## config.mk

```make
export PLATFORM = sky130hd
export DESIGN_NAME = mux2x1_monitor
export DESIGN_NICKNAME = d
export VERILOG_FILES = /design/src/rtl/mux2x1_monitor.sv
export SDC_FILE = /design/constraint.sdc
export NUM_CORES = 1
export LEC_CHECK = 0
export CAP_MARGIN = 25
export CORE_MARGIN = 3
export CORE_UTILIZATION = 30
export DETAILED_ROUTE_END_ITERATION = 10
export DONT_BUFFER_PORTS = 1
export PLACE_DENSITY = 0.5
export SYNTH_ARGS = -nofsm -noshare
export SYNTH_HDL_FRONTEND = slang
export SYNTH_SLANG_ARGS = --single-unit
export TNS_END_PERCENT = 5
```

## constraint.sdc

```tcl
create_clock -name clk -period 8.9 [get_ports clk]
set_input_delay 2.67 -clock clk [delete_from_list [all_inputs] [get_ports clk]]
set_output_delay 2.67 -clock clk [all_outputs]
set_load 0.02 [all_outputs]
```

## src/rtl/mux2x1_monitor.sv

```systemverilog
// -----------------------------------------------------------------------------
// mux2x1_monitor
//
// Passive protocol checker and functional-coverage collector for a registered
// 2:1 multiplexer. It taps the mux pins and predicts y one cycle ahead. It
// flags and counts mismatches, and records which {sel,i1,i0} combinations
// and which y transitions have been seen.
//
// Parameters
//   CNT_W        width of every counter (error, sample, per-bin)
//
// Ports
//   clk          clock shared with the mux
//   rst          asynchronous active-high reset, same net as the mux reset
//   i0, i1, sel  observed mux inputs (sel=0 selects i0, sel=1 selects i1)
//   y            observed registered mux output
//   err          sticky mismatch flag
//   err_pulse    one-cycle pulse after each mismatching edge
//   err_count    saturating mismatch count
//   sample_count saturating count of edges sampled with rst low
//   bin_hit      bit n set once {sel,i1,i0} == n has been sampled
//   bin_count    per-bin saturating counts, bin n at [n*CNT_W +: CNT_W]
//   y_rise_hit   a 0->1 transition of y has been observed
//   y_fall_hit   a 1->0 transition of y has been observed
//   cov_complete all bins hit and both y transitions seen (combinational)
// -----------------------------------------------------------------------------
module mux2x1_monitor #(
    parameter int CNT_W = 16
) (
    input  logic               clk,
    input  logic               rst,
    input  logic               i0,
    input  logic               i1,
    input  logic               sel,
    input  logic               y,
    output logic               err,
    output logic               err_pulse,
    output logic [CNT_W-1:0]   err_count,
    output logic [CNT_W-1:0]   sample_count,
    output logic [7:0]         bin_hit,
    output logic [8*CNT_W-1:0] bin_count,
    output logic               y_rise_hit,
    output logic               y_fall_hit,
    output logic               cov_complete
);

    // Increment that sticks at all-ones instead of wrapping.
    function automatic logic [CNT_W-1:0] sat_inc(input logic [CNT_W-1:0] v);
        return (&v) ? v : v + CNT_W'(1);
    endfunction

    logic       exp_y;
    logic       y_prev;
    logic       mux_now;
    logic       mismatch;
    logic [2:0] bin_idx;

    assign mux_now  = sel ? i1 : i0;
    // exp_y holds what the mux should have registered at the previous edge;
    // after reset it is 0, which also covers the reset-value check.
    assign mismatch = (y != exp_y);
    assign bin_idx  = {sel, i1, i0};

    // Prediction and transition history
    always_ff @(posedge clk or posedge rst) begin
        if (rst) begin
            exp_y  <= 1'b0;
            y_prev <= 1'b0;
        end else begin
            exp_y  <= mux_now;
            y_prev <= y;
        end
    end

    // Mismatch reporting
    always_ff @(posedge clk or posedge rst) begin
        if (rst) begin
            err       <= 1'b0;
            err_pulse <= 1'b0;
            err_count <= '0;
        end else begin
            err_pulse <= mismatch;
            if (mismatch) begin
                err       <= 1'b1;
                err_count <= sat_inc(err_count);
            end
        end
    end

    // Sample counter and y transition coverage
    always_ff @(posedge clk or posedge rst) begin
        if (rst) begin
            sample_count <= '0;
            y_rise_hit   <= 1'b0;
            y_fall_hit   <= 1'b0;
        end else begin
            sample_count <= sat_inc(sample_count);
            if (!y_prev && y) begin
                y_rise_hit <= 1'b1;
            end
            if (y_prev && !y) begin
                y_fall_hit <= 1'b1;
            end
        end
    end

    // Per-combination coverage bins
    for (genvar n = 0; n < 8; n++) begin : g_bin
        logic             hit_q;
        logic [CNT_W-1:0] cnt_q;

        always_ff @(posedge clk or posedge rst) begin
            if (rst) begin
                hit_q <= 1'b0;
                cnt_q <= '0;
            end else if (bin_idx == 3'(n)) begin
                hit_q <= 1'b1;
                cnt_q <= sat_inc(cnt_q);
            end
        end

        assign bin_hit[n]                   = hit_q;
        assign bin_count[n*CNT_W +: CNT_W]  = cnt_q;
    end

    assign cov_complete = (&bin_hit) & y_rise_hit & y_fall_hit;

endmodule

```

Yosys cells after proc, flatten, opt, wreduce, memory -nomap -nowiden

Cells that the tools add are included.

Logic and storage cells: 79
Input port bits: 6
Output and inout bits: 173
Flip-flop bits (word level): 174

Add/sub/neg operators: 10
Reduce and logical (&&, ||, !) cells: 25
Equality and inequality tests: 8
Bitwise logic cells: 11
Muxes and demuxes: 1

Operator list:

| kind                                                            | number |
|---|---|
| 16-bit by 1-bit adder with 16-bit output, second input constant | 10 |
| 16-bit AND reduction                                            | 10 |
| 2-bit AND reduction                                             | 9 |
| 3-bit == test, second input constant                            | 4 |
| 1-bit inverter                                                  | 9 |
| 8-bit AND reduction                                             | 1 |
| 3-bit by 2-bit == test with 1-bit output, second input constant | 2 |
| 3-bit by 1-bit == test with 1-bit output, second input constant | 1 |
| 3-bit logical NOT                                               | 1 |
| 1-bit bitwise AND                                               | 2 |
| 1-bit logical AND                                               | 2 |
| 1-bit logical NOT                                               | 2 |
| 1-bit 2-to-1 mux                                                | 1 |
| 1-bit != test                                                   | 1 |

Longest topological paths before layout

Depth in word-level cells: 3
Mapped depth: 6

Worst setup path before layout

OpenSTA, ideal clock, no wires.

Kind: input -> register
Start: input i1
End: register g_bin[0].cnt_q[10]
Setup slack: 4,840 ps
Arrival time: 3,932 ps
Cell stages on the path: 6
Cell sequence: buf_2 > nor4b_2 > and4_1 > buf_2 > nand4_1 > mux2_1

Word-level cells in the longest chain between the ends: 2

RTL lines:

| item                                 | line | source |
|---|---|---|
| start: declaration                   | 33   | `input logic i1,` |
| 3-bit logical NOT                    | 116  | `end else if (bin_idx == 3'(n)) begin` |
| 2-bit AND reduction (no source line) | n/a  |  |
| end signal: assignment               | 118  | `cnt_q <= sat_inc(cnt_q);` |
| end: declaration                     | 110  | `logic [CNT_W-1:0] cnt_q;` |

No other way between the ends.
A chain may end at the register's enable or synchronous reset.

Worst setup path after layout

Start: register g_bin[7].hit_q
End: output cov_complete

Word-level cells in the longest chain between the ends: 3

RTL lines:

| item                           | line | source |
|---|---|---|
| start: declaration             | 109  | `logic hit_q;` |
| start signal: assignment       | 114  | `hit_q <= 1'b0;` |
| start signal: assignment       | 117  | `hit_q <= 1'b1;` |
| 8-bit AND reduction            | 126  | `assign cov_complete = (&bin_hit) & y_rise_hit & y_fall_hit;` |
| 1-bit bitwise AND (2 in a row) | 126  |  |
| end: declaration               | 44   | `output logic cov_complete` |

No other way between the ends.

==> results.toml <==
[min_path]
hold_path_class = "reg -> reg"

[synthesis]
yosysMostFrequentCell = "dfrtp_1"
synth_mux_area_share_pct = 2.36
synth-simple-area-share_pct = 25.1
syn_inst = 774
synth_xor_area_share_pct = 12.5
synth_top_area_share_pct = 51.3
synthAdderAreaFrac_pct = 1.47
synth_compound_area_share_pct = 5.42
ys_ff_latch = 174
synth_top_area_cell = "dfrtp_1"
ys_async_sr_fraction_pct = 100
synth_top_family_by_area = "simple AND/OR/NAND/NOR gates"
synth_edf_count = 0
yosys_warnings = 0
yosys-top-cells-area = "dfrtp_1 51%, xor2_1 7.5%, xnor2_1 4.9%"
synth-seq-area-share_pct = 51.3
mappedNetlistNets = 790
ys.flop_type = "dfrtp_1"
syn-cell-area_sq_um = 8500
synth.avg_cell_area_sq_um = 11.0
synth.distinct_cells = 61
yosys-top-cells-count = "174 x dfrtp_1, 73 x xor2_1, 60 x nand2_1"

[placement]
io_buffers = 0
gp_congestion = 0.759
place_hpwl_um = 14700
placedCellCount = 1126

[sta]
finalCritPeriodShare_pct = 50.2
max_clock_freq_mhz = 224
period_needed_ps = 4460
fin_tns_setup_ps = 0
rsz0062_at_grt = "no"
maxSlewViolCount = 0
worst_clock_skew_ps = 12.0
relSlewSlack_pct = 43.3
hold_viol_final = 0
worstMarginPinSlew_ps = 851
setup_viol = 0

[worst_setup_path]
critPathBufInv = 0
end_kind = "primary output"
reg2reg_slack_ps = 6650
path_cells = "nand4_1 -> nor3_1"
crit_fanout = 3
crit_arrival_ps = 1790
worstSetupPathType = "reg -> out"
crit_slowest_cell = "nor3_1"
slowest_delay_ps = 670
start_kind = "register"
cp_top_family = "simple AND/OR/NAND/NOR gates"
cp.required_ps = 6230

[finish]
area_growth_pct = 10.8
nNetsFinal = 789
fin_cells = 1158
drive_above_1_share_pct = 9.54
antenna_cells = 0

[global_route]
grt_pass1_vias = 5841
antenna_found_initial = 0
grt_pass1_wl_um = 33600
grt_use_total_pct = 13.6
grt.overflow.total = 0
grt_max_degree = 118

[drt]
route.detailed.drc = 0
finalWirelength_um = 20200
drtAntennaViolNets = 0
vias = 5948
wl_per_cell_um = 17.4
first_pass_iters = 4
drtIter0Drc = 270
viasPerCell = 5.14

[run]
maxCapViolations = 0

[power]
powerDensity_nw_per_um2 = 229
irDropWorstVdd_v = 0.000114
leakage_uw = 0.00411
finalPower_uw = 2150

[die]
die_y_um = 174
start_util_pct = 31.0
ios = 179
die_x_um = 174
fp-row-count = 60
core_region_area_sq_um = 27400
die-area_sq_um = 30400

[clock_network]
cts-resized-gates = 0
cts_tree = "yes"
clk_path_buf_depth = 2
post-cts-setup-buffers = 0
root_buffer = "clkbuf_16"
cts_buffers = 17
clock-sinks = 174
h-tree-depth = 4
clk_latency_ps = 420
cts_hold_buf = 0
clk_pin_slew_worst_paths_ps = 70

[outcome]
outcome = "finished clean"
## sequential cells by signal, summed over array words and instances (netlist names)
name	cells
err	1
exp_y	1
y_prev	1
y_fall_hit	1
g_bin.hit_q	8
y_rise_hit	1
sample_count	16
g_bin.cnt_q	128
err_count	16
err_pulse	1
## power breakdown
part	internal, uW	switching (uW)	total (uW)
registers	893	322	1210
logic	106	108	214
clock network	370	354	724
total	1370	785	2150
## final cells by class
cell class	count	area, sq um
inverter	9	41.3
tap	372	465
multi-input combinational	569	3980
clock buffer	18	429
timing repair buffer	2	15.0
clock inverter	14	124
fill	2792	18000
sequential	174	4350
## metrics by stage
step | setup slack, ps | utilization, % | hold WS (ps) | instance area, sq um
detailed placement | 4610 | 32.3 | 446 | 8860
finish | 4440 | 34.3 | 441 | 9410
global route | 4280 | 34.3 | 470 | 9410
global placement | 4580 | 32.3 | 441 | 8860
CTS | 4320 | 34.3 | 449 | 9410
floorplan | 1510 | - | 418 | 8500
## per-layer routing
metal  GRT usage [%]  wire (um)  vias to the layer above
met5               0          0                        -
met2            20.9       9210                      135
met1            17.8       9100                     2966
li1                -          -                     2841
met3            5.79       1730                        6
met4            3.22        157                        0
## worst reg2reg max path: cells and delay by family (launching register included)
kind | cells | cell delay (ps)
adders and majority gates | 1 | 280
and+or+nand+nor | 3 | 1240
DFF | 1 | 550
AOI/OAI and AO/OA | 1 | 120
## cell usage in the layout (no fill, tap or decap), types with 4 or more instances in the layout
cell        count
dfrtp_1       174
xor2_1         73
nand2_1        60
nand4_1        51
xnor2_1        48
nand3_1        46
nor2_1         34
nor3_1         32
a21oi_1        22
and4_1         21
and3_1         20
nor4_1         17
clkbuf_16      17
mux2_2         12
a31oi_1        11
ha_1           10
nor3b_1         9
o21ai_0         8
inv_1           8
or2_2           7
and2_1          5
nand2b_1        5
inv_8           5
inv_6           5
nand3b_1        4
nor4b_2         4
a211oi_1        4
mux2_1          4
nor4b_1         4
a41oi_1         4
clkinvlp_4      4
## path summary, 6_finish.rpt
| check | cells past startpoint | end | start |
|---|---|---|---|
| min in group asynchronous | 1 | err_count[7] | rst |
| min reg2reg | 1 | y_rise_hit | y_prev |
| max | 2 | cov_complete | g_bin[7].hit_q |
| min | 1 | y_rise_hit | y_prev |
| max in group asynchronous | 2 | g_bin[5].cnt_q[3] | rst |
| max reg2reg | 5 | sample_count[2] | sample_count[0] |
## cell families (layout without fill, tap and decap cells)
family          Yosys count  in the layout
fa+ha+maj                10             10
compound gates           69             69
xor+xnor                121            121
flops                   174            174
simple gates            351            351
buf+inv                  31             43
mux                      18             18
No activity file was read; power rests on OpenSTA's default activity.
